===== src/rtl/rf_ctx_engine_pkg.sv =====
// -----------------------------------------------------------------------------
// rf_ctx_engine_pkg
//   Shared types and constants for the register-file context save/restore
//   engine.
//   - state_e   : FSM state encoding (also exported on the debug port)
//   - NUM_REGS  : number of architectural registers in the register file
//   - REG_IDX_W : register index width
//   - ZERO_REG  : index of the hardwired-zero register (never transferred)
// -----------------------------------------------------------------------------
package rf_ctx_engine_pkg;

  localparam int NUM_REGS  = 16;
  localparam int REG_IDX_W = 4;
  localparam logic [REG_IDX_W-1:0] ZERO_REG = 4'd0;

  typedef enum logic [2:0] {
    ST_IDLE     = 3'd0,
    ST_SAVE_RD  = 3'd1,
    ST_SAVE_REQ = 3'd2,
    ST_RST_REQ  = 3'd3,
    ST_RST_WR   = 3'd4,
    ST_DONE     = 3'd5
  } state_e;

endpackage


===== src/rtl/rf_ctx_engine.sv =====
// -----------------------------------------------------------------------------
// rf_ctx_engine
//   Context save/restore engine. Acts as initiator on the register-file port
//   and on a word-addressed memory port.
//   SAVE    : reads r1..r15 and writes them to base+0 .. base+14.
//   RESTORE : reads base+0 .. base+14 and writes them into r1..r15.
//   r0 is hardwired zero and is never transferred.
//
// Ports
//   clk, rst                 clock (rising edge), async active-low reset
//   start_save/start_restore single-cycle requests, sampled only in IDLE
//   base_addr                memory base address, latched at start
//   busy / done              busy while not IDLE; done pulses in DONE
//   rf_raddr / rf_rdata      RF read port (combinational read in the RF)
//   rf_waddr/rf_wen/rf_wdata RF write port
//   mem_req/mem_we/mem_addr/mem_wdata  memory request, held until ack
//   mem_ack / mem_rdata      one-cycle ack, read data valid with the ack
//   dbg_state_o              current FSM state
//
// Memory handshake: mem_req rises with mem_we/mem_addr/mem_wdata already
// valid; all four stay constant until the cycle in which mem_ack=1 is
// sampled, after which mem_req drops for at least one cycle. mem_ack is
// ignored whenever mem_req=0.
// -----------------------------------------------------------------------------
module rf_ctx_engine
  import rf_ctx_engine_pkg::*;
#(
  parameter int DATA_W    = 16,
  parameter int ADDR_W    = 16,
  parameter int FIRST_REG = 1,
  parameter int LAST_REG  = 15
) (
  input  logic                 clk,
  input  logic                 rst,
  input  logic                 start_save,
  input  logic                 start_restore,
  input  logic [ADDR_W-1:0]    base_addr,
  output logic                 busy,
  output logic                 done,
  output logic [REG_IDX_W-1:0] rf_raddr,
  input  logic [DATA_W-1:0]    rf_rdata,
  output logic [REG_IDX_W-1:0] rf_waddr,
  output logic                 rf_wen,
  output logic [DATA_W-1:0]    rf_wdata,
  output logic                 mem_req,
  output logic                 mem_we,
  output logic [ADDR_W-1:0]    mem_addr,
  output logic [DATA_W-1:0]    mem_wdata,
  input  logic                 mem_ack,
  input  logic [DATA_W-1:0]    mem_rdata,
  output state_e               dbg_state_o
);

  localparam logic [REG_IDX_W-1:0] FIRST_IDX = REG_IDX_W'(FIRST_REG);
  localparam logic [REG_IDX_W-1:0] LAST_IDX  = REG_IDX_W'(LAST_REG);

  state_e                 state_q,     state_d;
  logic [REG_IDX_W-1:0]   idx_q,       idx_d;
  logic [ADDR_W-1:0]      base_q,      base_d;
  logic                   mem_req_q,   mem_req_d;
  logic                   mem_we_q,    mem_we_d;
  logic [ADDR_W-1:0]      mem_addr_q,  mem_addr_d;
  logic [DATA_W-1:0]      mem_wdata_q, mem_wdata_d;
  logic [DATA_W-1:0]      rf_wdata_q,  rf_wdata_d;
  logic [REG_IDX_W-1:0]   rf_waddr_q,  rf_waddr_d;

  logic ack_seen;

  // Word address of register idx: base + (idx - FIRST_REG), wrapping
  // modulo 2^ADDR_W.
  function automatic logic [ADDR_W-1:0] word_addr(
    input logic [ADDR_W-1:0]    base,
    input logic [REG_IDX_W-1:0] idx
  );
    return base + ADDR_W'(idx) - ADDR_W'(FIRST_REG);
  endfunction

  // Only an ack that arrives while a request is outstanding counts.
  assign ack_seen = mem_ack & mem_req_q;

  always_ff @(posedge clk or negedge rst) begin
    if (!rst) begin
      state_q     <= ST_IDLE;
      idx_q       <= FIRST_IDX;
      base_q      <= '0;
      mem_req_q   <= 1'b0;
      mem_we_q    <= 1'b0;
      mem_addr_q  <= '0;
      mem_wdata_q <= '0;
      rf_wdata_q  <= '0;
      rf_waddr_q  <= '0;
    end else begin
      state_q     <= state_d;
      idx_q       <= idx_d;
      base_q      <= base_d;
      mem_req_q   <= mem_req_d;
      mem_we_q    <= mem_we_d;
      mem_addr_q  <= mem_addr_d;
      mem_wdata_q <= mem_wdata_d;
      rf_wdata_q  <= rf_wdata_d;
      rf_waddr_q  <= rf_waddr_d;
    end
  end

  always_comb begin
    state_d     = state_q;
    idx_d       = idx_q;
    base_d      = base_q;
    mem_req_d   = mem_req_q;
    mem_we_d    = mem_we_q;
    mem_addr_d  = mem_addr_q;
    mem_wdata_d = mem_wdata_q;
    rf_wdata_d  = rf_wdata_q;
    rf_waddr_d  = rf_waddr_q;

    case (state_q)
      ST_IDLE: begin
        if (start_save) begin
          base_d  = base_addr;
          idx_d   = FIRST_IDX;
          state_d = ST_SAVE_RD;
        end else if (start_restore) begin
          // The first read request is issued on entry so RST_REQ presents
          // a valid request in its very first cycle.
          base_d     = base_addr;
          idx_d      = FIRST_IDX;
          mem_req_d  = 1'b1;
          mem_we_d   = 1'b0;
          mem_addr_d = base_addr;
          state_d    = ST_RST_REQ;
        end
      end

      ST_SAVE_RD: begin
        mem_wdata_d = rf_rdata;
        mem_addr_d  = word_addr(base_q, idx_q);
        mem_req_d   = 1'b1;
        mem_we_d    = 1'b1;
        state_d     = ST_SAVE_REQ;
      end

      ST_SAVE_REQ: begin
        if (ack_seen) begin
          mem_req_d = 1'b0;
          if (idx_q == LAST_IDX) begin
            state_d = ST_DONE;
          end else begin
            idx_d   = idx_q + REG_IDX_W'(1);
            state_d = ST_SAVE_RD;
          end
        end
      end

      ST_RST_REQ: begin
        if (ack_seen) begin
          rf_wdata_d = mem_rdata;
          rf_waddr_d = idx_q;
          mem_req_d  = 1'b0;
          state_d    = ST_RST_WR;
        end
      end

      ST_RST_WR: begin
        if (idx_q == LAST_IDX) begin
          state_d = ST_DONE;
        end else begin
          idx_d      = idx_q + REG_IDX_W'(1);
          mem_req_d  = 1'b1;
          mem_we_d   = 1'b0;
          mem_addr_d = word_addr(base_q, idx_q + REG_IDX_W'(1));
          state_d    = ST_RST_REQ;
        end
      end

      ST_DONE: begin
        idx_d   = FIRST_IDX;
        state_d = ST_IDLE;
      end

      default: begin
        state_d = ST_IDLE;
      end
    endcase
  end

  // The RF read port only addresses a real register while SAVE_RD needs it;
  // elsewhere it is parked on the zero register.
  assign rf_raddr    = (state_q == ST_SAVE_RD) ? idx_q : ZERO_REG;
  assign rf_waddr    = rf_waddr_q;
  assign rf_wdata    = rf_wdata_q;
  assign rf_wen      = (state_q == ST_RST_WR);
  assign busy        = (state_q != ST_IDLE);
  assign done        = (state_q == ST_DONE);
  assign mem_req     = mem_req_q;
  assign mem_we      = mem_we_q;
  assign mem_addr    = mem_addr_q;
  assign mem_wdata   = mem_wdata_q;
  assign dbg_state_o = state_q;

endmodule


===== config.mk =====
export PLATFORM = sky130hd
export DESIGN_NAME = rf_ctx_engine
export DESIGN_NICKNAME = d
export VERILOG_FILES = /design/src/rtl/rf_ctx_engine_pkg.sv /design/src/rtl/rf_ctx_engine.sv
export SDC_FILE = /design/constraint.sdc
export NUM_CORES = 1
export LEC_CHECK = 0
export BUFFER_PORTS_ARGS = -buffer_cell sky130_fd_sc_hd__clkbuf_2
export CORE_MARGIN = 2
export CORE_UTILIZATION = 38
export CTS_CLUSTER_SIZE = 20
export DETAILED_ROUTE_END_ITERATION = 10
export PLACE_DENSITY = 0.61
export SYNTH_ARGS = -nofsm -noshare
export SYNTH_HDL_FRONTEND = slang
export SYNTH_SLANG_ARGS = --single-unit

===== constraint.sdc =====
create_clock -name clk -period 4.35 [get_ports clk]
set_clock_uncertainty 0.1 [all_clocks]
set_input_delay 0.87 -clock clk [delete_from_list [all_inputs] [get_ports clk]]
set_output_delay 0.87 -clock clk [all_outputs]
set_load 0.05 [all_outputs]

==> qor.txt <==
Status = complete, no violations
Cells after Synth = 510
GRT Total Usage = 0.200
Setup crit start kind = flop
Worst Path Class, Setup = reg2out
Critical path, cell by cell = nor2_1, nand2_2, inv_2, clkbuf_2
Worst rel slew slack = 0.318
Worst Max-Slew Pin Slew = 1020 ps
Multi-input gate area = 2500 um2
Io pins = 117
Crit path buf inv count = 2
Cts bufs inserted = 9
CTS tree = built
Post-synth top flop = dfrtp_1
Register area = 1930 um2
Compound-gate portion of the synthesized area = 0.213
FP Rows = 40
Worst hold path class = reg2reg
Post-synthesis adder-cell area fraction = 0.0801
First-pass GRT wire length = 20.5 mm
Seq/Total Area, Yosys = 0.409
Total Die Area = 13,300 um2
Slew Limit Fails = 0
Seq cells post-synth = 77
Drt pass-1 iters = 4
Net count reported at finish = 696
Clock buffer depth = 2
Slowest-stage cell, CP = dfrtp_1
Cts hold-fix bufs = 0
Post-synth cell types = 66
Final setup fails = 0
Post-synth ARST share = 1.00
Largest family of logic cells by synthesized area = compound AO/OA/AOI/OAI gates
Ant. Diodes = 0
Die width = 115 um
Post-synth EDFFs = 0
Share of cells above drive strength 1 = 0.300
Detailed-placement wirelength estimate = 9.60 mm
Final WL = 13.0 mm
Fin. Hold Viols = 0
Antenna violations before repair = 0
Avg Cell Area, Syn = 9.25 um2
Clock latency on the worst-skew pair = 350 ps
Worst Setup End Kind = output port
FMAX = 325 MHz
CTS Root Cell = clkbuf_16
Max cap viols = 0
Mux contribution to synthesized area = 0.0522
Final WS setup = 1280 ps
H-tree depth = 3
PostCTS Resize Cnt = 0
Simple-Gate Fraction of Synth Area = 0.146
Min Tclk post-route = 3070 ps
Vias/cell = 5.21
Crit path DAT = 2100 ps
Non-Filler Instances = 787
Total congestion overflow = 0
Crit share post-route = 0.707
Critical Path RT = 3380 ps
Synth Net Count = 592
Crit-path max cell delay = 580 ps
# fillers = 1,169
Vias = 4,099
Drc violations = 0
Die Ht = 115 um
Area grow syn2layout = 21.0%
First DRT Iteration DRCs = 258
Vias in the first global route = 4,022
Gpl congestion = 0.913
Setup Total Neg Slack = 0 ps
Core footprint = 12,100 um2
Crit-path leading delay family = buffers and inverters
# clock sinks = 77
Post-synthesis xor/xnor area fraction = 0.0371
Crit-path max FO = 16
Setup Fix Bufs, Post-CTS = 0
Starting Density = 0.391
Post-detailed-route count of antenna-violating nets = 0
Synth Warn # = 0
Placed insts = 771
Largest net degree at the start of global routing = 78
IO buf count = 116
Finished Core Util = 0.473
Post-Syn Area = 4720 um2
Clock Pin Slew Worst Setup and Hold Paths = 60 ps
Pre-CTS WS = 1320 ps
Wirelength per Cell = 16.5 um
RSZ-0062 raised after global routing = false
placed cells by master, fill, tap and decap left out, types with 4 or more instances in the layout:
cell type and count:
dfrtp_1 76, buf_4 4, o211ai_1 5, nor2_1 32, a21o_1 8, clkbuf_16 9, inv_1 36, a21oi_2 7
xor2_1 7, o21ai_0 23, and3_1 6, nand4_1 4, o21ai_1 14, o31ai_1 5, a21oi_1 26, nor3_1 4
mux2_2 21, nand2_1 88, a211oi_1 4, clkbuf_2 115, ha_1 27, nand3_1 7, xnor2_1 13
cells by family (layout without fill, tap and decap cells):
family / count (synthesis) / in the layout
AND/OR/NAND/NOR: 159 / 159
adder cells (fa/ha/maj): 29 / 29
AO/OA/AOI/OAI: 138 / 138
buffers and inverters: 65 / 174
XOR/XNOR: 20 / 20
flip-flops: 77 / 77
multiplexers: 22 / 22
synth_stat cells, types with 3 or more instances:
library cell  count  share of area
a211oi_1          4         0.0064
a21o_1            8          0.013
a21oi_1          26          0.028
a21oi_2           7          0.013
a221oi_2          3         0.0095
a222oi_1          3         0.0064
a31oi_1           3         0.0040
and3_1            6         0.0080
buf_2            12          0.013
buf_4             6         0.0095
clkbuf_1          6         0.0048
dfrtp_1          76           0.40
ha_1             27          0.072
inv_1            36          0.029
inv_2             3         0.0024
mux2_2           21          0.050
nand2_1          88          0.070
nand3_1           7         0.0074
nand4_1           4         0.0053
nor2_1           35          0.028
nor3_1            4         0.0042
o211ai_1          5         0.0080
o21a_1            3         0.0048
o21ai_0          23          0.024
o21ai_1          14          0.015
o22a_1            3         0.0056
o22ai_1           3         0.0040
o31ai_1           5         0.0080
xnor2_1          13          0.024
xor2_1            7          0.013
final timing paths:
check	startpoint	to	slack (ps)	cells past startpoint
min	mem_wdata[7]$_DFFE_PN0P_	mem_wdata[7]$_DFFE_PN0P_	380	2
min in group asynchronous	rst	base_q[4]$_DFFE_PN0P_	590	1
max reg2reg	idx_q[0]$_DFFE_PN1P_	mem_addr[8]$_DFFE_PN0P_	1280	11
min reg2reg	mem_wdata[7]$_DFFE_PN0P_	mem_wdata[7]$_DFFE_PN0P_	380	2
max	dbg_state_o[1]$_DFFE_PN0P_	rf_wen	1280	4
max in group asynchronous	rst	mem_wdata[0]$_DFFE_PN0P_	2900	1
worst register-to-register path, stage by stage, from the launching register on:
cell      delay, ps
dfstp_2         560
ha_1            260
xnor2_1          90
ha_1            280
inv_1            60
ha_1            330
a211oi_2        240
o21bai_1        160
or3b_4          430
a22o_1          250
nand3b_1         80
a31oi_1          80
registers in the layout, indices dropped and copies added (netlist names):
signal       flops
base_q          16
mem_wdata       16
mem_addr        16
rf_wdata        16
mem_req          1
rf_waddr         4
dbg_state_o      3
idx_q            4
mem_we           1
area by class of cell:
cell class | instances | share of cell area
Inverter | 39 | 0.0256
Tap cell | 168 | 0.0368
Timing Repair Buffer | 119 | 0.106
Clock buffer | 11 | 0.0408
Sequential cell | 77 | 0.338
Clock inverter | 5 | 0.0147
Multi-Input combinational cell | 368 | 0.438
through the flow:
step	hold WS, ps	area [um2]
after floorplan	401	4720
after global placement	357	5390
after detailed placement	366	5390
after CTS	380	5710
after global routing	411	5710
final	376	5710
routing by layer:
layer | global-route usage | vias up | part of all wire
met1 | 0.269 | 1957 | 0.45
met5 | 0 | - | 0
met3 | 0.0329 | 19 | 0.050
met2 | 0.322 | 121 | 0.48
li1 | - | 2002 | -
met4 | 0.0835 | 0 | 0.022
Power is left out: the tool's default activity adds up to more than one toggle a clock period on the data nets, which glitch-free logic cannot reach.
